===== config.mk =====
export PLATFORM = sky130hd
export DESIGN_NAME = mem_access_unit
export DESIGN_NICKNAME = d
export VERILOG_FILES = /design/src/rtl/mem_access_unit.sv
export SDC_FILE = /design/constraint.sdc
export NUM_CORES = 1
export LEC_CHECK = 0
export BUFFER_PORTS_ARGS = -buffer_cell sky130_fd_sc_hd__buf_2
export CAP_MARGIN = 5
export CORE_MARGIN = 8
export CORE_UTILIZATION = 40
export CTS_CLUSTER_SIZE = 16
export DETAILED_ROUTE_END_ITERATION = 6
export GPL_TIMING_DRIVEN = 1
export PLACE_DENSITY = 0.71
export SLEW_MARGIN = 5
export SYNTH_ARGS = -nofsm -noshare
export SYNTH_HDL_FRONTEND = slang
export SYNTH_SLANG_ARGS = --single-unit

===== constraint.sdc =====
create_clock -name clk -period 2 [get_ports clk]
set_clock_uncertainty 0.15 [all_clocks]
set_input_delay 0.4 -clock clk [delete_from_list [all_inputs] [get_ports clk]]
set_output_delay 0.4 -clock clk [all_outputs]
set_load 0.03 [all_outputs]

===== src/rtl/mem_access_unit.sv =====
// Load/store controller for a byte-addressed 32-bit data memory.
// Sub-word stores are done as a read-modify-write; load results are sign- or zero-extended.
module mem_access_unit #(
    parameter int READ_LATENCY = 1,
    parameter int ADDR_W       = 32
) (
    input  logic              clk,
    input  logic              rst_n,
    input  logic              req_valid,
    output logic              req_ready,
    input  logic              req_we,
    input  logic [1:0]        req_size,
    input  logic              req_unsigned,
    input  logic [ADDR_W-1:0] req_addr,
    input  logic [31:0]       req_wdata,
    output logic              rsp_valid,
    output logic [31:0]       rsp_rdata,
    output logic              rsp_err,
    output logic [ADDR_W-1:0] mem_raddr,
    output logic [ADDR_W-1:0] mem_waddr,
    output logic [31:0]       mem_wdata,
    output logic              mem_wr,
    input  logic [31:0]       mem_rdata
);

    typedef enum logic [1:0] {
        IDLE    = 2'd0,
        RD_WAIT = 2'd1,
        WRITE   = 2'd2,
        RESP    = 2'd3
    } state_e;

    localparam logic [1:0] SZ_BYTE = 2'b00;
    localparam logic [1:0] SZ_HALF = 2'b01;
    localparam logic [1:0] SZ_WORD = 2'b10;
    localparam logic [1:0] SZ_ILL  = 2'b11;
    localparam logic [1:0] CNT_LAST = 2'(READ_LATENCY - 1);

    state_e            state_q, state_d;
    logic [ADDR_W-1:0] addr_q, addr_d;
    logic              we_q, we_d;
    logic [1:0]        size_q, size_d;
    logic              uns_q, uns_d;
    logic [31:0]       wdata_q, wdata_d;
    logic [1:0]        cnt_q, cnt_d;
    logic [31:0]       mem_wdata_q, mem_wdata_d;
    logic [31:0]       rsp_rdata_q, rsp_rdata_d;
    logic              rsp_err_q, rsp_err_d;
    logic              mem_wr_q;

    function automatic logic [31:0] extract(input logic [31:0] d, input logic [1:0] sz,
                                            input logic uns);
        case (sz)
            SZ_BYTE: extract = {{24{~uns & d[7]}}, d[7:0]};
            SZ_HALF: extract = {{16{~uns & d[15]}}, d[15:0]};
            default: extract = d;
        endcase
    endfunction

    function automatic logic [31:0] merge(input logic [31:0] d, input logic [31:0] w,
                                          input logic [1:0] sz);
        merge = (sz == SZ_BYTE) ? {d[31:8], w[7:0]} : {d[31:16], w[15:0]};
    endfunction

    always_comb begin
        // NOTE: every signal gets its hold value first so no branch can infer a latch.
        state_d     = state_q;
        addr_d      = addr_q;
        we_d        = we_q;
        size_d      = size_q;
        uns_d       = uns_q;
        wdata_d     = wdata_q;
        cnt_d       = cnt_q;
        mem_wdata_d = mem_wdata_q;
        rsp_rdata_d = rsp_rdata_q;
        rsp_err_d   = rsp_err_q;
        case (state_q)
            IDLE: begin
                if (req_valid) begin
                    addr_d  = req_addr;
                    we_d    = req_we;
                    size_d  = req_size;
                    uns_d   = req_unsigned;
                    wdata_d = req_wdata;
                    cnt_d   = 2'd0;
                    if (req_size == SZ_ILL) begin
                        state_d     = RESP;
                        rsp_err_d   = 1'b1;
                        rsp_rdata_d = 32'd0;
                    end else if (req_we && req_size == SZ_WORD) begin
                        state_d     = WRITE;
                        mem_wdata_d = req_wdata;
                    end else begin
                        state_d = RD_WAIT;
                    end
                end
            end
            RD_WAIT: begin
                if (cnt_q == CNT_LAST) begin
                    // Read data is consumed straight off the bus on the final wait cycle.
                    if (we_q) begin
                        state_d     = WRITE;
                        mem_wdata_d = merge(mem_rdata, wdata_q, size_q);
                    end else begin
                        state_d     = RESP;
                        rsp_rdata_d = extract(mem_rdata, size_q, uns_q);
                        rsp_err_d   = 1'b0;
                    end
                end else begin
                    cnt_d = cnt_q + 2'd1;
                end
            end
            WRITE: begin
                state_d     = RESP;
                rsp_rdata_d = 32'd0;
                rsp_err_d   = 1'b0;
            end
            RESP:    state_d = IDLE;
            default: state_d = IDLE;
        endcase
    end

    always_ff @(posedge clk or negedge rst_n) begin
        if (!rst_n) begin
            state_q     <= IDLE;
            addr_q      <= '0;
            we_q        <= 1'b0;
            size_q      <= 2'd0;
            uns_q       <= 1'b0;
            wdata_q     <= 32'd0;
            cnt_q       <= 2'd0;
            mem_wdata_q <= 32'd0;
            rsp_rdata_q <= 32'd0;
            rsp_err_q   <= 1'b0;
            mem_wr_q    <= 1'b0;
        end else begin
            // NOTE: non-blocking so every register samples pre-edge values.
            state_q     <= state_d;
            addr_q      <= addr_d;
            we_q        <= we_d;
            size_q      <= size_d;
            uns_q       <= uns_d;
            wdata_q     <= wdata_d;
            cnt_q       <= cnt_d;
            mem_wdata_q <= mem_wdata_d;
            rsp_rdata_q <= rsp_rdata_d;
            rsp_err_q   <= rsp_err_d;
            mem_wr_q    <= (state_d == WRITE);
        end
    end

    // Write strobe comes from its own flop so it cannot glitch during state decode.
    assign mem_wr    = mem_wr_q;
    assign req_ready = (state_q == IDLE);
    assign rsp_valid = (state_q == RESP);
    assign rsp_rdata = rsp_rdata_q;
    assign rsp_err   = rsp_err_q;
    assign mem_raddr = addr_q;
    assign mem_waddr = addr_q;
    assign mem_wdata = mem_wdata_q;

endmodule


==> impl_metrics.env, run 1 <==
export IMPL_ys_ff_latch=122
export IMPL_drt_pass1_iter_count=4
export IMPL_dpl_cell_area_um2=7330
export IMPL_timing_hold_worst_endpoint="mem_raddr[12]"
export IMPL_grt_pass1_vias=4863
export IMPL_cts_htree_levels=4
export IMPL_placed_cells_incl_taps=845
export IMPL_synth_area_per_cell_um2=13.0
export IMPL_number_of_antenna_violations_at_the_first_check_in_global_routing=0
export IMPL_finalHoldWorstSlack_ns=0.0724
export IMPL_wire_length_of_the_first_global_routing_pass_um=26500
export IMPL_layout_min_cycle_time_ns=2.08
export IMPL_worstReg2RegEnd="mem_wdata[31]"
export IMPL_cts_tree="built"
export IMPL_worst_slew_pin_slew_ns=0.516
export IMPL_drtAntennaViolNets=0
export IMPL_critical_path_endpoint_type="flip-flop"
export IMPL_timing_max_transition_violations_final=0
export IMPL_initial_core_util=0.407
export IMPL_r2r_worst_path_cells=7
export IMPL_drive_above_1_share=0.665
export IMPL_hold_viol=0
export IMPL_detail_route_vias_per_cell=5.12
export IMPL_fmax_mhz=482
export IMPL_worstHoldPathCells=2
export IMPL_floorplan_io_pins=235
export IMPL_max_vdd_ir_drop_v=0.00124
export IMPL_number_of_placement_rows=44
export IMPL_required_time_at_the_endpoint_of_the_critical_path_ns=2.14
export IMPL_critical_path_top_delay_cell="sky130_fd_sc_hd__dfrtp_2"
export IMPL_hpwlAfterDp_um=12400
export IMPL_grt_setup_unrepaired="yes"
export IMPL_remaining_global_route_overflow=0
export IMPL_synth_net_count=565
export IMPL_cts_reportedPaths_clkPinSlew_ns=0.05
export IMPL_critPathMaxFanout=8
export IMPL_drv_max_cap_violation_count=0
export IMPL_design_area_um2=8390
export IMPL_port_buffers=234
export IMPL_clock_path_buffers=2
export IMPL_failing_checks="setup timing"
export IMPL_gate_count_after_technology_mapping=454
export IMPL_worst_slew_margin_rel=0.656
export IMPL_drt_wl_total_um=17600
export IMPL_fin_nets=808
export IMPL_timing_critical_path_slowest_cell_delay_ns=0.46
export IMPL_clock_sinks=122
export IMPL_reg2reg_from="state_q[0]"
export IMPL_drt_wirelength_per_cell_um=19.7
export IMPL_setup_reg_to_reg_worst_slack_ns=-0.08
export IMPL_gp_congestion=0.834
export IMPL_power_density_nw_per_um2=2110
export IMPL_core_area_um2=14500
export IMPL_dieWidth_um=137
export IMPL_post_route_drc_count=0
export IMPL_fp_dieArea_um2=18900
export IMPL_synth_top_cells_by_area="sky130_fd_sc_hd__dfrtp_1 (52%), sky130_fd_sc_hd__mux2_2 (24%), sky130_fd_sc_hd__buf_4 (4.5%)"
export IMPL_initialDrtViolationCount=218
export IMPL_hold_path_startpoint="req_addr[12]"
export IMPL_layoutNonFillerInstCount=894
export IMPL_ctsRootBufferMaster="sky130_fd_sc_hd__clkbuf_16"
export IMPL_num_antenna_cells=0
export IMPL_critical_path_arrival_ns=2.21
export IMPL_cts_made_buffers=17
export IMPL_synth_top_cell_area_share=0.518
export IMPL_critical_path_launch_point_type="flip-flop"
export IMPL_nFillCells=1193
export IMPL_synth_warning_count=0
export IMPL_post_synth_top_area_cell="sky130_fd_sc_hd__dfrtp_1"
export IMPL_min_period_over_period=1.04
export IMPL_setup_violations_final=56
export IMPL_detailroute_via_count=4573
export IMPL_yosysSeqAreaShare=0.518
export IMPL_status="finished, violations left"
export IMPL_global_route_usage_total=0.183
export IMPL_grt_max_degree=41
export IMPL_area_growth_syn_to_layout_pct=42.4
export IMPL_clk_insertion_delay_late_ns=0.40
export IMPL_synth_distinct_cells=38
export IMPL_path_class="flip-flop to flip-flop"
export IMPL_floorplan_die_height_um=137
export IMPL_timing_hold_worst_class="primary input to flip-flop"
export IMPL_power_leakage_nw=4.17
export IMPL_netlist_area_um2=5890
export IMPL_worstPathCellList="inv_2 > ha_4 > mux2i_2 > a2111oi_4 > buf_4 > buf_12 > mux2_4"
export IMPL_worst_slack_ns=-0.0760
export IMPL_report_power_total_mw=17.7
## registers in the layout, summed over array words and instances, names as in the netlist, 2 cells and up
name and count:
state_q 2, cnt_q 2, mem_wdata 32, wdata_q 16, mem_raddr 32, rsp_rdata 32, size_q 2
## kinds of logic after synthesis
group                      after synthesis  synth area share
muxes                                  143             0.271
DFF                                    122             0.518
adders and majority gates                8            0.0170
AOI/OAI and AO/OA                       62            0.0761
buffers and inverters                   75            0.0746
and+or+nand+nor                         44            0.0427
## area by class of cell
cell class	count	area [um2]	area share
inverters	15	62.6	0.00746
clock inverters	7	65.1	0.00776
well taps	184	230	0.0274
multi-input cells	257	2710	0.323
repair buffers	284	1770	0.211
flip-flops and latches	122	3050	0.364
clock buffers	25	495	0.0591
## repair_timing
action                                  in CTS  in global routing
cloned                                       5                  0
hold buffers                                 1                  0
resized for setup                           61                 34
buffers inserted                            10                  5
pin swaps                                    2                  5
hold endpoints to repair                    30                  0
endpoints found under the setup margin      67                 68
## routing by layer
metal	GRT usage	vias up	wire (um)
met2	0.304	190	8700
met5	0	-	0
li1	-	2072	-
met4	0.0736	0	265
met3	0.0456	24	1300
met1	0.222	2287	7320
## power by group
group	switching, mW	leakage [nW]	internal, mW
Combinational	5.79	2.40	4.57
Sequential	0.781	1.50	3.70
Clock	1.05	0.273	1.83
Total	7.62	4.17	10.1
## critical path, delay by kind of cell, from the launching register on
family | cells | cell delay [ns]
buffers and inverters | 3 | 0.47
DFF | 1 | 0.46
muxes | 2 | 0.40
AOI/OAI and AO/OA | 1 | 0.30
adders and majority gates | 1 | 0.16
## worst max-delay path by stage
stage / start / end / slack [ns] / cells past startpoint
after floorplan: state_q[1] / mem_wdata[0] / -0.15 / 7
after global placement: state_q[0] / rsp_rdata[30] / -0.11 / 6
after detailed placement: state_q[1] / rsp_rdata[26] / -0.19 / 6
after CTS: state_q[0] / mem_wdata[23] / -0.12 / 8
after global routing: state_q[0] / mem_wdata[7] / -0.14 / 7
final: state_q[0] / mem_wdata[31] / -0.08 / 7
## cell usage in the layout (no fill, tap or decap), types with 5 or more instances in the layout
master and count:
sky130_fd_sc_hd__a21oi_1 8, sky130_fd_sc_hd__a22o_1 11, sky130_fd_sc_hd__buf_6 10, sky130_fd_sc_hd__buf_2 232, sky130_fd_sc_hd__inv_1 12, sky130_fd_sc_hd__buf_4 25
sky130_fd_sc_hd__mux2_2 77, sky130_fd_sc_hd__buf_12 12, sky130_fd_sc_hd__mux2_4 56, sky130_fd_sc_hd__a31oi_1 8, sky130_fd_sc_hd__dfrtp_1 121, sky130_fd_sc_hd__nor2_1 12
sky130_fd_sc_hd__o21ai_0 19, sky130_fd_sc_hd__nand2_1 10, sky130_fd_sc_hd__clkbuf_16 17, sky130_fd_sc_hd__a32o_1 5, sky130_fd_sc_hd__mux2i_1 8, sky130_fd_sc_hd__or3b_2 9
## per-stage QoR
step	utilization	worst slack [ns]	setup TNS, ns
3_3_place_gp	0.506	-0.106	-4.62
2_1_floorplan	-	-0.145	-5.04
4_1_cts	0.573	-0.125	-6.13
3_5_place_dp	0.506	-0.193	-9.65
6_report	0.579	-0.0760	-2.48
5_1_grt	0.579	-0.138	-6.09
## cells in the mapped netlist
cell                        count
sky130_fd_sc_hd__a21o_1         2
sky130_fd_sc_hd__buf_2          3
sky130_fd_sc_hd__clkinv_1       1
sky130_fd_sc_hd__a21oi_1        8
sky130_fd_sc_hd__a221o_1        2
sky130_fd_sc_hd__a31oi_1        8
sky130_fd_sc_hd__buf_1          3
sky130_fd_sc_hd__o211ai_1       1
sky130_fd_sc_hd__inv_1         14
sky130_fd_sc_hd__nand2b_1       1
sky130_fd_sc_hd__ha_1           8
sky130_fd_sc_hd__dfrtp_1      122
sky130_fd_sc_hd__nor2_1        12
sky130_fd_sc_hd__nor3b_2        1
sky130_fd_sc_hd__mux2_2       124
sky130_fd_sc_hd__a2111oi_4      1
sky130_fd_sc_hd__nand3b_1       2
sky130_fd_sc_hd__o2bb2ai_1      1
sky130_fd_sc_hd__nor3_1         1
sky130_fd_sc_hd__a22o_1        11
sky130_fd_sc_hd__mux2i_1       10
sky130_fd_sc_hd__nor2b_1        2
sky130_fd_sc_hd__or4b_2         1
sky130_fd_sc_hd__mux2_1         9
sky130_fd_sc_hd__buf_4         35
sky130_fd_sc_hd__nand2_1       11
sky130_fd_sc_hd__or3b_2         9
sky130_fd_sc_hd__o31a_1         1
sky130_fd_sc_hd__a211oi_2       1
sky130_fd_sc_hd__a32oi_1        1
sky130_fd_sc_hd__clkbuf_1      16
sky130_fd_sc_hd__a32o_1         5
sky130_fd_sc_hd__nor3b_1        1
sky130_fd_sc_hd__o21a_1         1
sky130_fd_sc_hd__nand3_1        1
sky130_fd_sc_hd__buf_6          3
sky130_fd_sc_hd__o21ai_0       19
sky130_fd_sc_hd__and2_1         2
Note: power is estimated with default switching activity, not from simulation.
==> run 2: changes to the inputs <==
--- a/config.mk
+++ b/config.mk
@@ -13,6 +13,7 @@
 export DETAILED_ROUTE_END_ITERATION = 6
 export GPL_TIMING_DRIVEN = 1
 export PLACE_DENSITY = 0.71
+export RECOVER_POWER = 25
 export SLEW_MARGIN = 5
 export SYNTH_ARGS = -nofsm -noshare
 export SYNTH_HDL_FRONTEND = slang
==> run 2 against run 1 <==
Compared with the run above: the flow still finishes with violations (setup timing); critical path depth did not move; routed wire length barely moved; clock power barely moved; fmax barely moved; sequential power barely moved; critical path type unchanged; highest routed layer unchanged.
==> impl_metrics.env, run 2 (same netlist as run 1, synthesis figures left out) <==
export IMPL_status="finished, violations left"
export IMPL_failing_checks="setup timing"
export IMPL_cts_made_buffers=17
export IMPL_drt_wl_total_um=17600
export IMPL_path_class="flip-flop to flip-flop"
export IMPL_design_area_um2=8360
export IMPL_wire_length_of_the_first_global_routing_pass_um=26500
export IMPL_grt_setup_unrepaired="yes"
export IMPL_clock_path_buffers=2
export IMPL_critical_path_launch_point_type="flip-flop"
export IMPL_most_common_layout_cells="sky130_fd_sc_hd__buf_2 (232), sky130_fd_sc_hd__dfrtp_1 (121), sky130_fd_sc_hd__mux2_2 (77)"
export IMPL_fmax_mhz=482
export IMPL_num_antenna_cells=0
export IMPL_cts_htree_levels=4
export IMPL_number_of_placement_rows=44
export IMPL_worst_slack_ns=-0.0747
export IMPL_area_growth_syn_to_layout_pct=42.0
export IMPL_critical_path_arrival_ns=2.22
export IMPL_ctsRootBufferMaster="sky130_fd_sc_hd__clkbuf_16"
export IMPL_layout_min_cycle_time_ns=2.07
export IMPL_setup_violations_final=53
export IMPL_cts_tree="built"
export IMPL_fp_dieArea_um2=18900
export IMPL_drt_wirelength_per_cell_um=19.7
export IMPL_grt_max_degree=41
export IMPL_critPathMaxFanout=8
export IMPL_drtAntennaViolNets=0
export IMPL_clk_insertion_delay_late_ns=0.41
export IMPL_worst_slew_pin_slew_ns=0.923
export IMPL_power_density_nw_per_um2=2120
export IMPL_core_area_um2=14500
export IMPL_mostFrequentLayoutCell="sky130_fd_sc_hd__buf_2"
export IMPL_port_buffers=234
export IMPL_grt_pass1_vias=4863
export IMPL_dieWidth_um=137
export IMPL_drt_pass1_iter_count=4
export IMPL_drive_above_1_share=0.665
export IMPL_min_period_over_period=1.04
export IMPL_floorplan_die_height_um=137
export IMPL_remaining_global_route_overflow=0
export IMPL_post_route_drc_count=0
export IMPL_initial_core_util=0.407
export IMPL_max_vdd_ir_drop_v=0.00124
export IMPL_critical_path_endpoint_type="flip-flop"
export IMPL_global_route_usage_total=0.183
export IMPL_hpwlAfterDp_um=12400
export IMPL_clock_sinks=122
export IMPL_timing_setup_tns_ns=-2.46
export IMPL_floorplan_io_pins=235
export IMPL_worst_slew_margin_rel=0.384
export IMPL_timing_max_transition_violations_final=0
export IMPL_fin_nets=808
export IMPL_cts_reportedPaths_clkPinSlew_ns=0.05
export IMPL_hold_viol=0
export IMPL_power_leakage_nw=4.16
export IMPL_number_of_antenna_violations_at_the_first_check_in_global_routing=0
export IMPL_timing_hold_worst_class="primary input to flip-flop"
export IMPL_required_time_at_the_endpoint_of_the_critical_path_ns=2.14
export IMPL_nFillCells=1197
export IMPL_detailroute_via_count=4562
export IMPL_gp_congestion=0.834
export IMPL_drv_max_cap_violation_count=0
export IMPL_dpl_cell_area_um2=7330
export IMPL_initialDrtViolationCount=196
export IMPL_report_power_total_mw=17.7
export IMPL_detail_route_vias_per_cell=5.10
-- run 2: final cells by class --
cell class | count | area, um2 | share of cell area
Tap cell | 184 | 230 | 0.0275
Multi-Input combinational cell | 257 | 2710 | 0.324
Clock buffer | 25 | 495 | 0.0593
Timing Repair Buffer | 284 | 1740 | 0.209
Sequential cell | 122 | 3050 | 0.365
Inverter | 15 | 62.6 | 0.00748
Clock inverter | 7 | 65.1 | 0.00778
-- run 2: where the power goes --
group,total (mW),switching (mW),internal [mW]
sequential,4.48,0.783,3.70
combinational,10.3,5.79,4.56
clock,2.89,1.06,1.83
total,17.7,7.62,10.1
-- run 2: through the flow --
stage / hold slack, ns / setup WS [ns] / std cells / util
finish: 0.0704 / -0.0747 / 894 / 0.578
floorplan: -0.0456 / -0.145 / 454 / -
CTS: 0.0514 / -0.125 / 893 / 0.573
global placement: 0.254 / -0.106 / 845 / 0.506
global route: 0.0519 / -0.138 / 894 / 0.578
detailed placement: 0.261 / -0.193 / 845 / 0.506
-- run 2: final timing paths --
check	startpoint	end	slack [ns]	cells after the start
worst max-delay path	state_q[0]	mem_wdata[31]	-0.07	7
worst min-delay path	req_addr[12]	mem_raddr[12]	0.07	2
worst max register to register	state_q[0]	mem_wdata[31]	-0.07	7
worst min register to register	mem_wdata[20]	mem_wdata[20]	0.35	1
max in group asynchronous	rst_n	rsp_rdata[16]	0.20	3
min in group asynchronous	rst_n	mem_wr	0.53	2
-- run 2: routing by layer --
| layer | track usage | wire (um) |
|---|---|---|
| met5 | 0 | 0 |
| met4 | 0.0736 | 272 |
| met3 | 0.0456 | 1350 |
| met2 | 0.304 | 8700 |
| met1 | 0.222 | 7280 |
-- run 2: timing repair --
action	4_1_cts	5_1_grt
buffers inserted	10	5
gates cloned	5	0
resized for setup	61	34
hold buffers	1	0
hold endpoints to repair	30	0
setup endpoints to repair	67	68
pin swaps	2	5
-- run 2: critical path, cell delays in order, from the launching register on --
cell and delay, ns:
sky130_fd_sc_hd__dfrtp_2 0.46, sky130_fd_sc_hd__inv_2 0.10, sky130_fd_sc_hd__ha_4 0.16, sky130_fd_sc_hd__mux2i_2 0.09, sky130_fd_sc_hd__a2111oi_4 0.31, sky130_fd_sc_hd__buf_4 0.21, sky130_fd_sc_hd__buf_12 0.16, sky130_fd_sc_hd__mux2_4 0.31
